`src/rtl/apb_vgachargen_bridge.sv`:
```
// APB4 completer driving vgachargen's char_map, col_map and char_tiff memory ports.
// Optional: define VGACHARGEN_APB_RANGE_CHECK_EN to reject map accesses beyond MAP_WORDS.
module apb_vgachargen_bridge #(
  parameter int APB_ADDR_W = 14,
  parameter int MEM_ADDR_W = 10,
  parameter int MAP_WORDS  = 600
) (
  input  logic                  clk_i,
  input  logic                  rst_i,
  input  logic                  psel_i,
  input  logic                  penable_i,
  input  logic                  pwrite_i,
  input  logic [APB_ADDR_W-1:0] paddr_i,
  input  logic [31:0]           pwdata_i,
  input  logic [3:0]            pstrb_i,
  output logic [31:0]           prdata_o,
  output logic                  pready_o,
  output logic                  pslverr_o,
  output logic [MEM_ADDR_W-1:0] mem_addr_o,
  output logic [31:0]           mem_wdata_o,
  output logic [3:0]            mem_be_o,
  output logic                  char_map_we_o,
  output logic                  col_map_we_o,
  output logic                  char_tiff_we_o,
  input  logic [31:0]           char_map_rdata_i,
  input  logic [31:0]           col_map_rdata_i,
  input  logic [31:0]           char_tiff_rdata_i
);

`ifdef VGACHARGEN_APB_RANGE_CHECK_EN
  localparam bit RANGE_CHECK = 1'b1;
`else
  localparam bit RANGE_CHECK = 1'b0;
`endif
  localparam logic [MEM_ADDR_W-1:0] MAP_LIMIT = MEM_ADDR_W'(MAP_WORDS);

  typedef enum logic [1:0] {IDLE, ISSUE, CAPTURE, DONE} state_t;

  state_t                state_q, state_d;
  logic [1:0]            region_q;
  logic                  wr_q;
  logic                  err_q;
  logic                  setup;
  logic [1:0]            region_in;
  logic [MEM_ADDR_W-1:0] word_in;
  logic                  err_in;
  logic [31:0]           rdata_sel;
  logic                  unused_addr_lsb;

  assign unused_addr_lsb = ^paddr_i[1:0];
  assign setup           = (state_q == IDLE) && psel_i && !penable_i;

  always_comb begin
    region_in = paddr_i[APB_ADDR_W-1 -: 2];
    word_in   = paddr_i[MEM_ADDR_W+1:2];
    err_in    = 1'b0;
    if (region_in == 2'd3)
      err_in = 1'b1;
    if (region_in == 2'd2 && pwrite_i && pstrb_i != 4'hF)
      err_in = 1'b1;
    if (RANGE_CHECK && !region_in[1] && word_in >= MAP_LIMIT)
      err_in = 1'b1;
  end

  always_comb begin
    rdata_sel = char_tiff_rdata_i;
    case (region_q)
      2'd0:    rdata_sel = char_map_rdata_i;
      2'd1:    rdata_sel = col_map_rdata_i;
      default: rdata_sel = char_tiff_rdata_i;
    endcase
  end

  // Dropping psel_i at any point after setup abandons the transfer.
  always_comb begin
    state_d = state_q;
    case (state_q)
      IDLE:    if (setup) state_d = ISSUE;
      ISSUE:   if (!psel_i) state_d = IDLE;
               else if (wr_q || err_q) state_d = DONE;
               else state_d = CAPTURE;
      CAPTURE: state_d = psel_i ? DONE : IDLE;
      DONE:    if (!psel_i || penable_i) state_d = IDLE;
      default: state_d = IDLE;
    endcase
  end

  always_ff @(posedge clk_i or negedge rst_i) begin
    if (!rst_i)
      state_q <= IDLE;
    else
      state_q <= state_d;
  end

  // Write strobes are set at the setup edge so they are high for exactly the ISSUE cycle.
  always_ff @(posedge clk_i or negedge rst_i) begin
    if (!rst_i) begin
      region_q       <= 2'd0;
      wr_q           <= 1'b0;
      err_q          <= 1'b0;
      mem_addr_o     <= '0;
      mem_wdata_o    <= 32'd0;
      mem_be_o       <= 4'd0;
      char_map_we_o  <= 1'b0;
      col_map_we_o   <= 1'b0;
      char_tiff_we_o <= 1'b0;
      prdata_o       <= 32'd0;
    end else begin
      char_map_we_o  <= 1'b0;
      col_map_we_o   <= 1'b0;
      char_tiff_we_o <= 1'b0;
      if (setup) begin
        region_q    <= region_in;
        wr_q        <= pwrite_i;
        err_q       <= err_in;
        mem_addr_o  <= word_in;
        mem_wdata_o <= pwdata_i;
        mem_be_o    <= pwrite_i ? pstrb_i : 4'd0;
        if (pwrite_i && !err_in) begin
          char_map_we_o  <= (region_in == 2'd0);
          col_map_we_o   <= (region_in == 2'd1);
          char_tiff_we_o <= (region_in == 2'd2);
        end
      end
      if (state_q == ISSUE && err_q)
        prdata_o <= 32'd0;
      if (state_q == CAPTURE)
        prdata_o <= rdata_sel;
    end
  end

  assign pready_o  = (state_q == DONE);
  assign pslverr_o = (state_q == DONE) && err_q;

endmodule

```
`config.mk`:
```
export PLATFORM = sky130hd
export DESIGN_NAME = apb_vgachargen_bridge
export DESIGN_NICKNAME = d
export VERILOG_FILES = /design/src/rtl/apb_vgachargen_bridge.sv
export SDC_FILE = /design/constraint.sdc
export NUM_CORES = 1
export LEC_CHECK = 0
export CAP_MARGIN = 20
export CORE_UTILIZATION = 40
export CTS_CLUSTER_DIAMETER = 200
export DETAILED_ROUTE_END_ITERATION = 8
export GPL_TIMING_DRIVEN = 1
export PLACE_DENSITY = 0.88
export SLEW_MARGIN = 30
export SYNTH_ARGS = -nofsm -noshare
export SYNTH_HDL_FRONTEND = slang
export SYNTH_SLANG_ARGS = --single-unit
```
`constraint.sdc`:
```
create_clock -name clk_i -period 3.4 [get_ports clk_i]
set_clock_uncertainty 0.2 [all_clocks]
set_input_delay 0.68 -clock clk_i [delete_from_list [all_inputs] [get_ports clk_i]]
set_output_delay 0.68 -clock clk_i [all_outputs]
set_load 0.005 [all_outputs]
```
# Word level (Yosys, flattened, before mapping)
# Index checks and enable logic that the tools add are counted.
# op_classes
addsub	0
mul	0
div_mod_pow	0
magnitude_cmp	0
n_eq_ne	10
shift	0
n_mux	18
n_bitwise	0
n_reduce_logical	17
# op_table
op	n
32-bit two-way mux	2
32-bit one-hot mux with 2 select lines	1
1-bit two-way mux	9
2-bit equality test, second input constant	4
2-bit two-way mux	4
2-bit one-hot mux with 4 select lines	1
1-bit logical AND	7
2-bit by 1-bit equality test with 1-bit output, second input constant	3
2-bit zero test	3
4-bit two-way mux	1
4-bit inequality test, second input constant	1
1-bit zero test	3
1-bit logical OR	2
2-bit by 1-bit inequality test with 1-bit output, second input constant	1
2-bit inequality test, second input constant	1
2-bit AND reduction	1
2-bit nonzero test	1
# word_totals
register_bits	87
latch_bits	0
ram_bits	0
mem_bits_ro	0
output_inout_bits	83
word_cells	56
n_memories	0

# Depth between registers and ports, before layout
# Gate-level depths: netlist of run 1.
# depth
ltp_word	8
mapped_depth	5
mapped_depth_nobuf	3

# Least setup slack after synthesis of run 1
# Ideal clock, no wire load.
# synth_path
path_type	input port to flip-flop
start	in penable_i
end	reg err_q
setup_time_ns	0.121
t_arrival_ns	1.528
setup_slack_ns	1.551
cell_stages	5
n_path_buf	2
path_cell_list	or4b_1 > buf_2 > buf_6 > nand2_1 > o21ai_1
# synth_between
elab_chain_cells	2
# synth_rtl
item	line_no	source
from (decl)	11	input logic penable_i,
1-bit zero test	51	assign setup = (state_q == IDLE) && psel_i && !penable_i;
1-bit logical AND	51	
to (signal assigned)	115	err_q <= err_in;
to (decl)	42	logic err_q;
# Every way passes these cells.
# A chain may end at the register's enable or synchronous reset.

# Final worst setup path of run 1
# layout_path
start	reg state_q[0]
end	out pslverr_o
# layout_between
elab_chain_cells	2
# layout_rtl
item	line_no	source
from (decl)	39	state_t state_q, state_d;
from (signal assigned)	92	state_q <= state_d;
2-bit equality test	133	assign pslverr_o = (state_q == DONE) && err_q;
1-bit logical AND	133	
to (decl)	18	output logic pslverr_o,
# Every way passes these cells.

==> summary.txt, run 1 <==
Setup path
  – Crit. End Element: primary output
  – Startpoint Class: register
  – Worst EP required: about 2.5 ns
  – Cell Chain, Critical Path: and3_1, clkdlybuf4s50_1
  – Crit-path leading delay family: flip-flops
  – Bufs and invs on worst path: 1
  – Worst reg2reg endpoint: mem_wdata_o[12]$_DFFE_PN0P_
  – Crit Path Class: register to primary output
  – R2r startpoint: state_q[1]$_DFFE_PN0P_
  – Setup slack, reg-to-reg: between 1 and 1.5 ns
  – Crit Path Max Fanout: 8
  – Arr. time, crit path: 1.60 ns
  – Worst r2r path cells: 4
  – Max stage delay on crit path: between 0.5 and 0.6 ns
  – Worst-path cell with the longest stage delay: dfrtp_1

Global routing
  – Total Routing Usage GR: 0.234
  – Met2 usage: 0.403
  – GR peak layer: met2
  – Total grt overflow: 0
  – Largest net degree at the start of global routing: between 60 and 70
  – Met1 Usage GRT: 0.265
  – Initial antenna violation count: 0
  – M3 GR Usage: 0.0787
  – Vias in the first global route: about 3.7k
  – First-pass GRT wire length: around 18,000 um

Power
  – Combinational share of power: 0.397
  – PD cells: about 600 nW/um2
  – Switching part of the total: 0.318
  – Maximum vdd drop: 0.000330 V
  – Part of the power in registers: 0.431
  – P_leak: slightly below 3 nW
  – Clk pwr share: 0.172
  – Total Power: between 3 and 4 mW
  – Int Pwr: around 2.6 mW
  – Psw: about 1.2 mW

STA
  – Total negative slack: 0 ns
  – Final Cycle Share: 0.731
  – RSZ-0062 raised after global routing: false
  – Setup Viol. Count Final: 0
  – FMAX: between 0.4 and 0.5 GHz
  – Worst-margin pin slew: 0.959 ns
  – Fin worst setup slack: roughly 0.92 ns
  – Hold slack: roughly 0.11 ns
  – Crit path time final: 2.48 ns
  – Max_slew headroom: 0.360
  – Slew Limit Fails: 0
  – Final Hold Vio Count: 0

Yosys
  – Mapped Area: ~3900 um2
  – Post-Synth Adder-Cell Area: 0
  – Async S/R FF share, synth: 1.00
  – Yosys synthesis warning count: 0
  – Predominant post-synthesis flop cell: dfrtp_1
  – Synth Register Bits: 87
  – Compound-Gate Fraction of Synth Area: 0.126
  – Net Count, Synth: about 560
  – Mux contribution to synthesized area: 0.0840
  – Post-synth EDFFs: 0
  – Cell count after synthesis: between 400 and 500
  – Seq/Total Area, Yosys: 0.553
  – Synth Area in XOR/XNOR: 0
  – Area share of and/or/nand/nor cells after synthesis: 0.195
  – Distinct cell type count after synthesis: 24
  – Syn_area_per_cell: roughly 9.6 um2
  – Largest family of logic cells by synthesized area: simple AND/OR/NAND/NOR gates

Die
  – Boundary Pins: between 200 and 250
  – Die width: a little over 100 um
  – Initial Util: 0.420
  – Core Region: 9370 um2
  – Die height: around 100 um
  – Die Footprint: slightly above 10,000 um2
  – Site row count: 35

Clock network
  – Clock root buffer: clkbuf_8
  – Worst-path clk slew: about 0.10 ns
  – Skew-Pair Late Insertion Delay: 0.35 ns
  – CTS buffer count: 9
  – Clock sinks: 87
  – CTS resizes: 0
  – Hold buffers post-CTS: 0
  – Post-CTS Repair Setup Buffers: 0
  – CTS Buffer Depth: 2
  – H-tree depth: 3
  – CTS tree: built

Layout
  – Final #Nets: between 700 and 800
  – # fillers: approximately 730
  – # diodes: 0
  – Synth-to-layout area growth: 64.7%
  – Commonest non-fill, non-tap cell in the layout: clkdlybuf4s50_1
  – Share of layout cells above drive strength 1: 0.0487
  – Sequential Area: about 2200 um2
  – Area of the multi-input gates: approximately 1600 um2
  – Most frequent cells in the layout: 230 x clkdlybuf4s50_1, 177 x nand2_1, 85 x dfrtp_1

Drt
  – WL per Instance: approximately 16 um
  – DRT antenna net count: 0
  – Vias per Instance: a little under 5
  – DR vias: 3,731
  – DRC violations left: 0
  – DR iter-0 viols: between 100 and 150
  – First drt pass iteration count: 4
  – DRT Wirelength: approximately 12,000 um

Place
  – Port bufs: ~230
  – RD Place Congestion: 0.790
  – Placement Setup Slack: roughly 0.56 ns
  – HPWL after detailed placement: between 9000 and 10,000 um

Outcome
  – Status: finished, final reports clean

Flow run
  – Max-Cap Viols: 0

Worst hold path
  – Worst Hold Class: input port to async pin
## per-stage QoR
step / utilization / cells / cell area [um2]
after floorplan: - / 411 / 3930
after global placement: 0.672 / 749 / 6300
after detailed placement: 0.672 / 749 / 6300
after CTS: 0.691 / 765 / 6480
after global routing: 0.691 / 765 / 6480
final: 0.691 / 765 / 6480
## worst max-delay path by stage
stage,slack (ns),end,from,depth (start not counted)
CTS,0.91,pslverr_o,state_q[0]$_DFFE_PN0P_,2
detailed placement,0.56,mem_wdata_o[12]$_DFFE_PN0P_,penable_i,5
finish,0.92,pslverr_o,state_q[0]$_DFFE_PN0P_,2
floorplan,1.55,err_q$_DFFE_PN0P_,penable_i,5
global placement,0.60,region_q[1]$_DFFE_PN0P_,penable_i,5
global route,0.85,pslverr_o,state_q[0]$_DFFE_PN0P_,2
## power by group through the flow
stage	Clock (mW)	Sequential, mW	Combinational (mW)
3_3_place_gp	0	1.67	1.52
4_1_cts	0.678	1.67	1.56
6_report	0.665	1.67	1.54
3_5_place_dp	0	1.69	1.55
2_1_floorplan	0	1.59	0.620
5_1_grt	0.719	1.72	1.66
## flip-flops by register name, summed over array words and instances, names as in the netlist
signal / cells
mem_wdata_o: 32
char_tiff_we_o: 1
mem_be_o: 4
mem_addr_o: 10
region_q: 2
prdata_o: 32
err_q: 1
col_map_we_o: 1
char_map_we_o: 1
wr_q: 1
state_q: 2
## area by class of cell
| class | instances | area share |
|---|---|---|
| clock buffers | 9 | 0.0191 |
| clock inverters | 7 | 0.00830 |
| inverters | 1 | 0.000579 |
| multi-input cells | 294 | 0.246 |
| flip-flops and latches | 87 | 0.337 |
| well taps | 129 | 0.0249 |
| repair buffers | 238 | 0.365 |
## cells by family after synthesis
group / after synthesis
buf+inv: 30
simple gates: 191
mux: 33
flops: 87
compound gates: 70
## layer usage
layer	part of all wire	routed length (um)
met4	0.025	301
met1	0.39	4720
met3	0.099	1200
met2	0.48	5840
met5	0	0
## cells in the mapped netlist, types with 2 or more instances
| cell | instances | area, um2 |
|---|---|---|
| a22o_1 | 32 | 280 |
| nand3_1 | 4 | 20.0 |
| buf_2 | 13 | 65.1 |
| nor2b_1 | 2 | 12.5 |
| buf_6 | 5 | 56.3 |
| clkbuf_1 | 11 | 41.3 |
| nand2_1 | 177 | 664 |
| dfrtp_1 | 87 | 2180 |
| o21ai_0 | 32 | 160 |
| mux2i_1 | 33 | 330 |
| o211a_1 | 2 | 20.0 |
## worst register-to-register path, stage by stage (launching register included)
cell and delay (ns):
dfrtp_1 0.48, or4b_2 0.87, buf_4 0.33, nand2_1 0.14, nand2_1 0.07
Power figures use the tool's default switching activity.
==> run 2, diff against run 1 <==
--- a/config.mk
+++ b/config.mk
@@ -6,11 +6,11 @@
 export NUM_CORES = 1
 export LEC_CHECK = 0
 export CAP_MARGIN = 20
-export CORE_UTILIZATION = 40
+export CORE_UTILIZATION = 38
 export CTS_CLUSTER_DIAMETER = 200
 export DETAILED_ROUTE_END_ITERATION = 8
 export GPL_TIMING_DRIVEN = 1
-export PLACE_DENSITY = 0.88
+export PLACE_DENSITY = 0.84
 export SLEW_MARGIN = 30
 export SYNTH_ARGS = -nofsm -noshare
 export SYNTH_HDL_FRONTEND = slang
==> constraint.sdc (replaced) <==
create_clock -name clk_i -period 2.5 [get_ports clk_i]
set_clock_uncertainty 0.2 [all_clocks]
set_input_delay 0.5 -clock clk_i [delete_from_list [all_inputs] [get_ports clk_i]]
set_output_delay 0.5 -clock clk_i [all_outputs]
set_load 0.005 [all_outputs]
==> run 2 against run 1 <==
Register-to-register slack got worse by 0.54 ns. Final area increased by 2.2%. Highest routed layer unchanged. Setup slack worse by 0.71 ns. Sequential power grew 33%. Non-clock buffer count up 3. First-iteration DRC count is 38% higher.
==> summary.txt, run 2 (synthesis gave the netlist of run 1 again) <==
Die
  – Site row count: 36
  – Boundary Pins: around 230
  – Initial Util: 0.397
  – Die width: about 100 um
  – Die Footprint: ~11,000 um2
  – Die height: 104 um
  – Core Region: approximately 9900 um2

Layout
  – Most frequent cells in the layout: 230 x clkdlybuf4s50_1, 177 x nand2_1, 85 x dfrtp_1
  – Commonest non-fill, non-tap cell in the layout: clkdlybuf4s50_1
  – Regs by FF count: mem_wdata_o: 32 flops, prdata_o: 32 flops, mem_addr_o: 10 flops
  – Synth-to-layout area growth: 68.4%
  – Final #Nets: 785
  – # diodes: 0
  – Finished Core Util: 0.669
  – Post-route insts no fill: around 770
  – Share of layout cells above drive strength 1: 0.0485

STA
  – Fin worst setup slack: about 0.21 ns
  – Setup Viol. Count Final: 0
  – Crit path time final: between 2 and 2.5 ns
  – Final Hold Vio Count: 0
  – Final Cycle Share: 0.917
  – Slew Limit Fails: 0
  – Max_slew headroom: 0.403
  – Worst-margin pin slew: ~0.89 ns
  – Total negative slack: 0 ns
  – FMAX: 0.436 GHz
  – RSZ-0062 raised after global routing: false

Clock network
  – CTS Buffer Depth: 2
  – CTS resizes: 0
  – Worst-path clk slew: about 0.09 ns
  – H-tree depth: 3
  – Skew-Pair Late Insertion Delay: 0.35 ns
  – CTS buffer count: 9
  – Hold buffers post-CTS: 1
  – Clock sinks: a little under 90
  – Post-CTS Repair Setup Buffers: 0
  – CTS tree: built
  – Clock root buffer: clkbuf_8

Power
  – P_leak: approximately 3.0 nW
  – PD cells: approximately 850 nW/um2
  – Maximum vdd drop: 0.000390 V

Setup path
  – Crit-path leading delay family: flip-flops
  – Worst r2r path cells: 2
  – Worst reg2reg endpoint: prdata_o[30]$_DFFE_PN0P_
  – Worst EP required: between 1.5 and 2 ns
  – Setup slack, reg-to-reg: 0.67 ns
  – Worst-path cell with the longest stage delay: dfrtp_1
  – Max stage delay on crit path: roughly 0.52 ns
  – End point of the critical path: pslverr_o
  – Crit. End Element: primary output
  – Crit path from: state_q[0]$_DFFE_PN0P_
  – R2r startpoint: region_q[1]$_DFFE_PN0P_
  – Crit Path Class: register to primary output
  – Arr. time, crit path: 1.59 ns
  – Bufs and invs on worst path: 1
  – Startpoint Class: register
  – Cell count along the critical path: 2
  – Cell Chain, Critical Path: and3_1, clkdlybuf4s50_1
  – Crit Path Max Fanout: 8

Drt
  – DR iter-0 viols: approximately 170
  – WL per Instance: between 15 and 20 um
  – DRT Wirelength: 11,900 um
  – First drt pass iteration count: 6
  – DRT antenna net count: 0
  – DR vias: 3,770
  – DRC violations left: 0
  – Vias per Instance: around 4.9

Global routing
  – Total grt overflow: 0
  – Initial antenna violation count: 0
  – First-pass GRT wire length: about 20,000 um
  – Total Routing Usage GR: 0.230
  – Vias in the first global route: approximately 3.8k
  – Largest net degree at the start of global routing: 66

Outcome
  – Status: finished, final reports clean

Place
  – Port bufs: around 230
  – HPWL after detailed placement: roughly 9000 um
  – Placement Setup Slack: about 0.25 ns
  – Dpl cells: about 760
  – RD Place Congestion: 0.795

Flow run
  – Max-Cap Viols: 0

Worst hold path
  – Worst Hold Class: register to register
## run 2: changes by cell type in the layout (fill, tap and decap cells not counted), moves of 2 or more
cell        previous run  this run
clkinvlp_4             3         0
buf_12                 0         2
bufinv_16              0         4
inv_6                  3         0
## run 2: cell type report
class | instances | area, um2
clock inverters | 5 | 129
fillers | 780 | 3280
clock buffers | 11 | 141
multi-input cells | 294 | 1590
inverters | 1 | 3.75
well taps | 133 | 166
repair buffers | 241 | 2410
flip-flops and latches | 87 | 2180
## run 2: worst min path at each step
stage                                       end  depth (start not counted)                         from  slack [ns]
floorplan               char_map_we_o$_DFF_PN0_                          0                        rst_i       0.004
global placement        mem_be_o[2]$_DFFE_PN0P_                          2      mem_be_o[2]$_DFFE_PN0P_        0.25
detailed placement      mem_be_o[3]$_DFFE_PN0P_                          2      mem_be_o[3]$_DFFE_PN0P_        0.26
CTS                     mem_be_o[0]$_DFFE_PN0P_                          2      mem_be_o[0]$_DFFE_PN0P_        0.28
global route        mem_wdata_o[10]$_DFFE_PN0P_                          2  mem_wdata_o[10]$_DFFE_PN0P_        0.30
finish                  mem_be_o[0]$_DFFE_PN0P_                          2      mem_be_o[0]$_DFFE_PN0P_        0.27
## run 2: worst register-to-register path: cells and delay by family, from the launching register on
kind,cells,cell delay (ns)
flops,1,0.95
compound gates,2,0.56
## run 2: through the flow
| step | power [mW] | instance area [um2] | hold WS (ns) |
|---|---|---|---|
| final | 5.66 | 6630 | 0.273 |
| after global routing | 6.01 | 6630 | 0.297 |
| after CTS | 5.73 | 6630 | 0.281 |
| after detailed placement | 4.42 | 6340 | 0.258 |
| after global placement | 4.34 | 6340 | 0.255 |
| after floorplan | 3.01 | 3930 | 0.00441 |
## run 2: power by group
| part | leakage [nW] | switching [mW] | internal (mW) |
|---|---|---|---|
| sequential | 1.10 | 0.354 | 1.86 |
| combinational | 1.78 | 0.781 | 1.37 |
| clock | 0.134 | 0.490 | 0.795 |
## run 2: routing by layer
metal,global-route usage,up-vias,wire length [um]
met4,0.0857,0,269
li1,-,1817,-
met5,0,-,0
met3,0.0724,21,1020
met1,0.268,1769,4720
met2,0.397,163,5930
==> run 3, diff against run 2 <==
--- a/config.mk
+++ b/config.mk
@@ -6,11 +6,12 @@
 export NUM_CORES = 1
 export LEC_CHECK = 0
 export CAP_MARGIN = 20
-export CORE_UTILIZATION = 38
+export CORE_UTILIZATION = 39
+export CTS_BUF_LIST = sky130_fd_sc_hd__clkbuf_4 sky130_fd_sc_hd__clkbuf_8
 export CTS_CLUSTER_DIAMETER = 200
 export DETAILED_ROUTE_END_ITERATION = 8
 export GPL_TIMING_DRIVEN = 1
-export PLACE_DENSITY = 0.84
+export PLACE_DENSITY = 0.86
 export SLEW_MARGIN = 30
 export SYNTH_ARGS = -nofsm -noshare
 export SYNTH_HDL_FRONTEND = slang
==> run 3 against run 2 <==
Sequential share of layout area increased by 0.41 points. Setup slack gained 0.022 ns. Total power fell by 6.9%. Worst hold slack got worse by 0.0033 ns. Cell count is 0.26% higher. Final area shrank 1.2%. Count of clock-buffer cells in the layout increased by 3. Die area shrank 2.5%. Flip-flop and latch count is the same. Critical path depth unchanged. Via count is 0.50% lower. Non-clock buffer count increased by 3. Critical path type unchanged. Critical endpoint unchanged.
==> summary.txt, run 3 (synthesis gave the netlist of run 1 again) <==
STA
  – Fin worst setup slack: 0.231 ns
  – Max_slew headroom: 0.660
  – RSZ-0062 raised after global routing: false
  – Crit path time final: about 2.3 ns
  – FMAX: 0.441 GHz
  – Total negative slack: 0 ns
  – Final Cycle Share: 0.908
  – Setup Viol. Count Final: 0
  – Slew Limit Fails: 0
  – Worst-margin pin slew: slightly above 0.5 ns
  – Final Hold Vio Count: 0

Setup path
  – Worst-path cell with the longest stage delay: dfrtp_1
  – Setup slack, reg-to-reg: about 0.64 ns
  – Arr. time, crit path: around 1.6 ns
  – Worst reg2reg endpoint: prdata_o[4]$_DFFE_PN0P_
  – Bufs and invs on worst path: 1
  – Crit-path leading delay family: flip-flops
  – Worst r2r path cells: 4
  – Cell Chain, Critical Path: and3_1, clkdlybuf4s50_1
  – Crit Path Class: register to primary output
  – R2r startpoint: region_q[0]$_DFFE_PN0P_
  – Max stage delay on crit path: around 0.52 ns
  – Worst EP required: about 1.8 ns
  – Crit Path Max Fanout: 8
  – Crit. End Element: primary output
  – Startpoint Class: register

Layout
  – Commonest non-fill, non-tap cell in the layout: clkdlybuf4s50_1
  – Synth-to-layout area growth: 66.3%
  – Area of the multi-input gates: 1590 um2
  – Most frequent cells in the layout: 230 x clkdlybuf4s50_1, 177 x nand2_1, 85 x dfrtp_1
  – Finished Core Util: 0.669
  – Regs by FF count: mem_wdata_o: 32 flops, prdata_o: 32 flops, mem_addr_o: 10 flops
  – # diodes: 0
  – Final #Nets: slightly below 800
  – # fillers: around 770
  – Share of layout cells above drive strength 1: 0.0530
  – Sequential Area: around 2200 um2
  – Post-route insts no fill: between 700 and 800

Drt
  – DR vias: 3,751
  – Vias per Instance: 4.85
  – First drt pass iteration count: 4
  – DRT antenna net count: 0
  – DRC violations left: 0
  – DRT Wirelength: 11,800 um
  – WL per Instance: 15.2 um
  – DR iter-0 viols: 64

Global routing
  – Vias in the first global route: 3,694
  – Total Routing Usage GR: 0.224
  – First-pass GRT wire length: between 15,000 and 20,000 um
  – Total grt overflow: 0
  – Initial antenna violation count: 0
  – Largest net degree at the start of global routing: 46

Clock network
  – Worst-path clk slew: approximately 0.080 ns
  – Skew-Pair Late Insertion Delay: approximately 0.35 ns
  – Hold buffers post-CTS: 1
  – CTS tree: built
  – Clock sinks: 87
  – Clock root buffer: clkbuf_8
  – CTS Buffer Depth: 2
  – Post-CTS Repair Setup Buffers: 0
  – H-tree depth: 3
  – CTS resizes: 0
  – CTS buffer count: 9

Worst hold path
  – HP Start: mem_be_o[0]$_DFFE_PN0P_
  – Hold endpoint: mem_be_o[0]$_DFFE_PN0P_
  – Worst Hold Class: register to register
  – Hold depth: 2

Place
  – Port bufs: approximately 230
  – Placement Setup Slack: ~0.24 ns
  – HPWL after detailed placement: 8960 um
  – RD Place Congestion: between 0.7 and 0.8
  – Dpl cells: 758

Power
  – Clk pwr share: 0.172
  – Part of the power in registers: 0.414
  – PD cells: slightly above 800 nW/um2
  – Int Pwr: around 3.7 mW
  – Maximum vdd drop: 0.000355 V
  – Combinational share of power: 0.414
  – P_leak: ~3 nW
  – Switching part of the total: 0.301
  – Psw: 1.58 mW

Die
  – Boundary Pins: 234
  – Core Region: around 10000 um2
  – Initial Util: 0.402
  – Die height: between 100 and 150 um
  – Die Footprint: between 10,000 and 15,000 um2
  – Die width: approximately 100 um
  – Site row count: 36

Outcome
  – Status: finished, final reports clean

Flow run
  – Max-Cap Viols: 0
## run 3: changes by cell type in the layout (fill, tap and decap cells not counted)
cell       previous run  this run
buf_4                 8        12
bufinv_16             4         0
clkbuf_4              0         3
buf_12                2         1
clkbuf_1              1         0
clkbuf_8             10        11
clkinv_2              0         1
clkinv_4              1         0
## run 3: worst max path at each step
| stage | from | end | slack (ns) | cells after the start |
|---|---|---|---|---|
| floorplan | penable_i | err_q$_DFFE_PN0P_ | 0.83 | 5 |
| global placement | penable_i | mem_wdata_o[5]$_DFFE_PN0P_ | 0.28 | 5 |
| detailed placement | penable_i | mem_wdata_o[14]$_DFFE_PN0P_ | 0.24 | 5 |
| CTS | state_q[0]$_DFFE_PN0P_ | pslverr_o | 0.20 | 2 |
| global route | state_q[0]$_DFFE_PN0P_ | pready_o | 0.13 | 2 |
| finish | state_q[0]$_DFFE_PN0P_ | pslverr_o | 0.23 | 2 |
## run 3: cell type report
type                    instances  area share
well taps                     133      0.0254
repair buffers                244       0.370
multi-input cells             294       0.243
clock buffers                  14      0.0266
clock inverters                 1    0.000765
flip-flops and latches         87       0.333
inverters                       1    0.000574
## run 3: power by group through the flow
stage / clock network, mW / registers [mW] / logic, mW
floorplan: 0 / 2.16 / 0.843
global placement: 0 / 2.19 / 2.16
detailed placement: 0 / 2.21 / 2.19
CTS: 0.935 / 2.19 / 2.21
global route: 1.00 / 2.25 / 2.37
finish: 0.908 / 2.18 / 2.18
## run 3: through the flow
stage                     hold WS [ns]  cell area, um2  power (mW)
after floorplan                0.00441            3930        3.01
after global placement           0.237            6350        4.34
after detailed placement         0.243            6350        4.41
after CTS                        0.272            6540        5.34
after global routing             0.291            6540        5.62
final                            0.270            6540        5.27
## run 3: worst reg2reg max path: stages (launching register included)
cell and delay (ns):
dfrtp_2 0.70, buf_4 0.31, mux2i_1 0.22, o21ai_0 0.12
a22o_1 0.20
## run 3: layer usage
layer / GRT usage / wire length, um
met5: 0 / 0
met2: 0.374 / 5740
met4: 0.102 / 311
met1: 0.262 / 4660
met3: 0.0732 / 1060
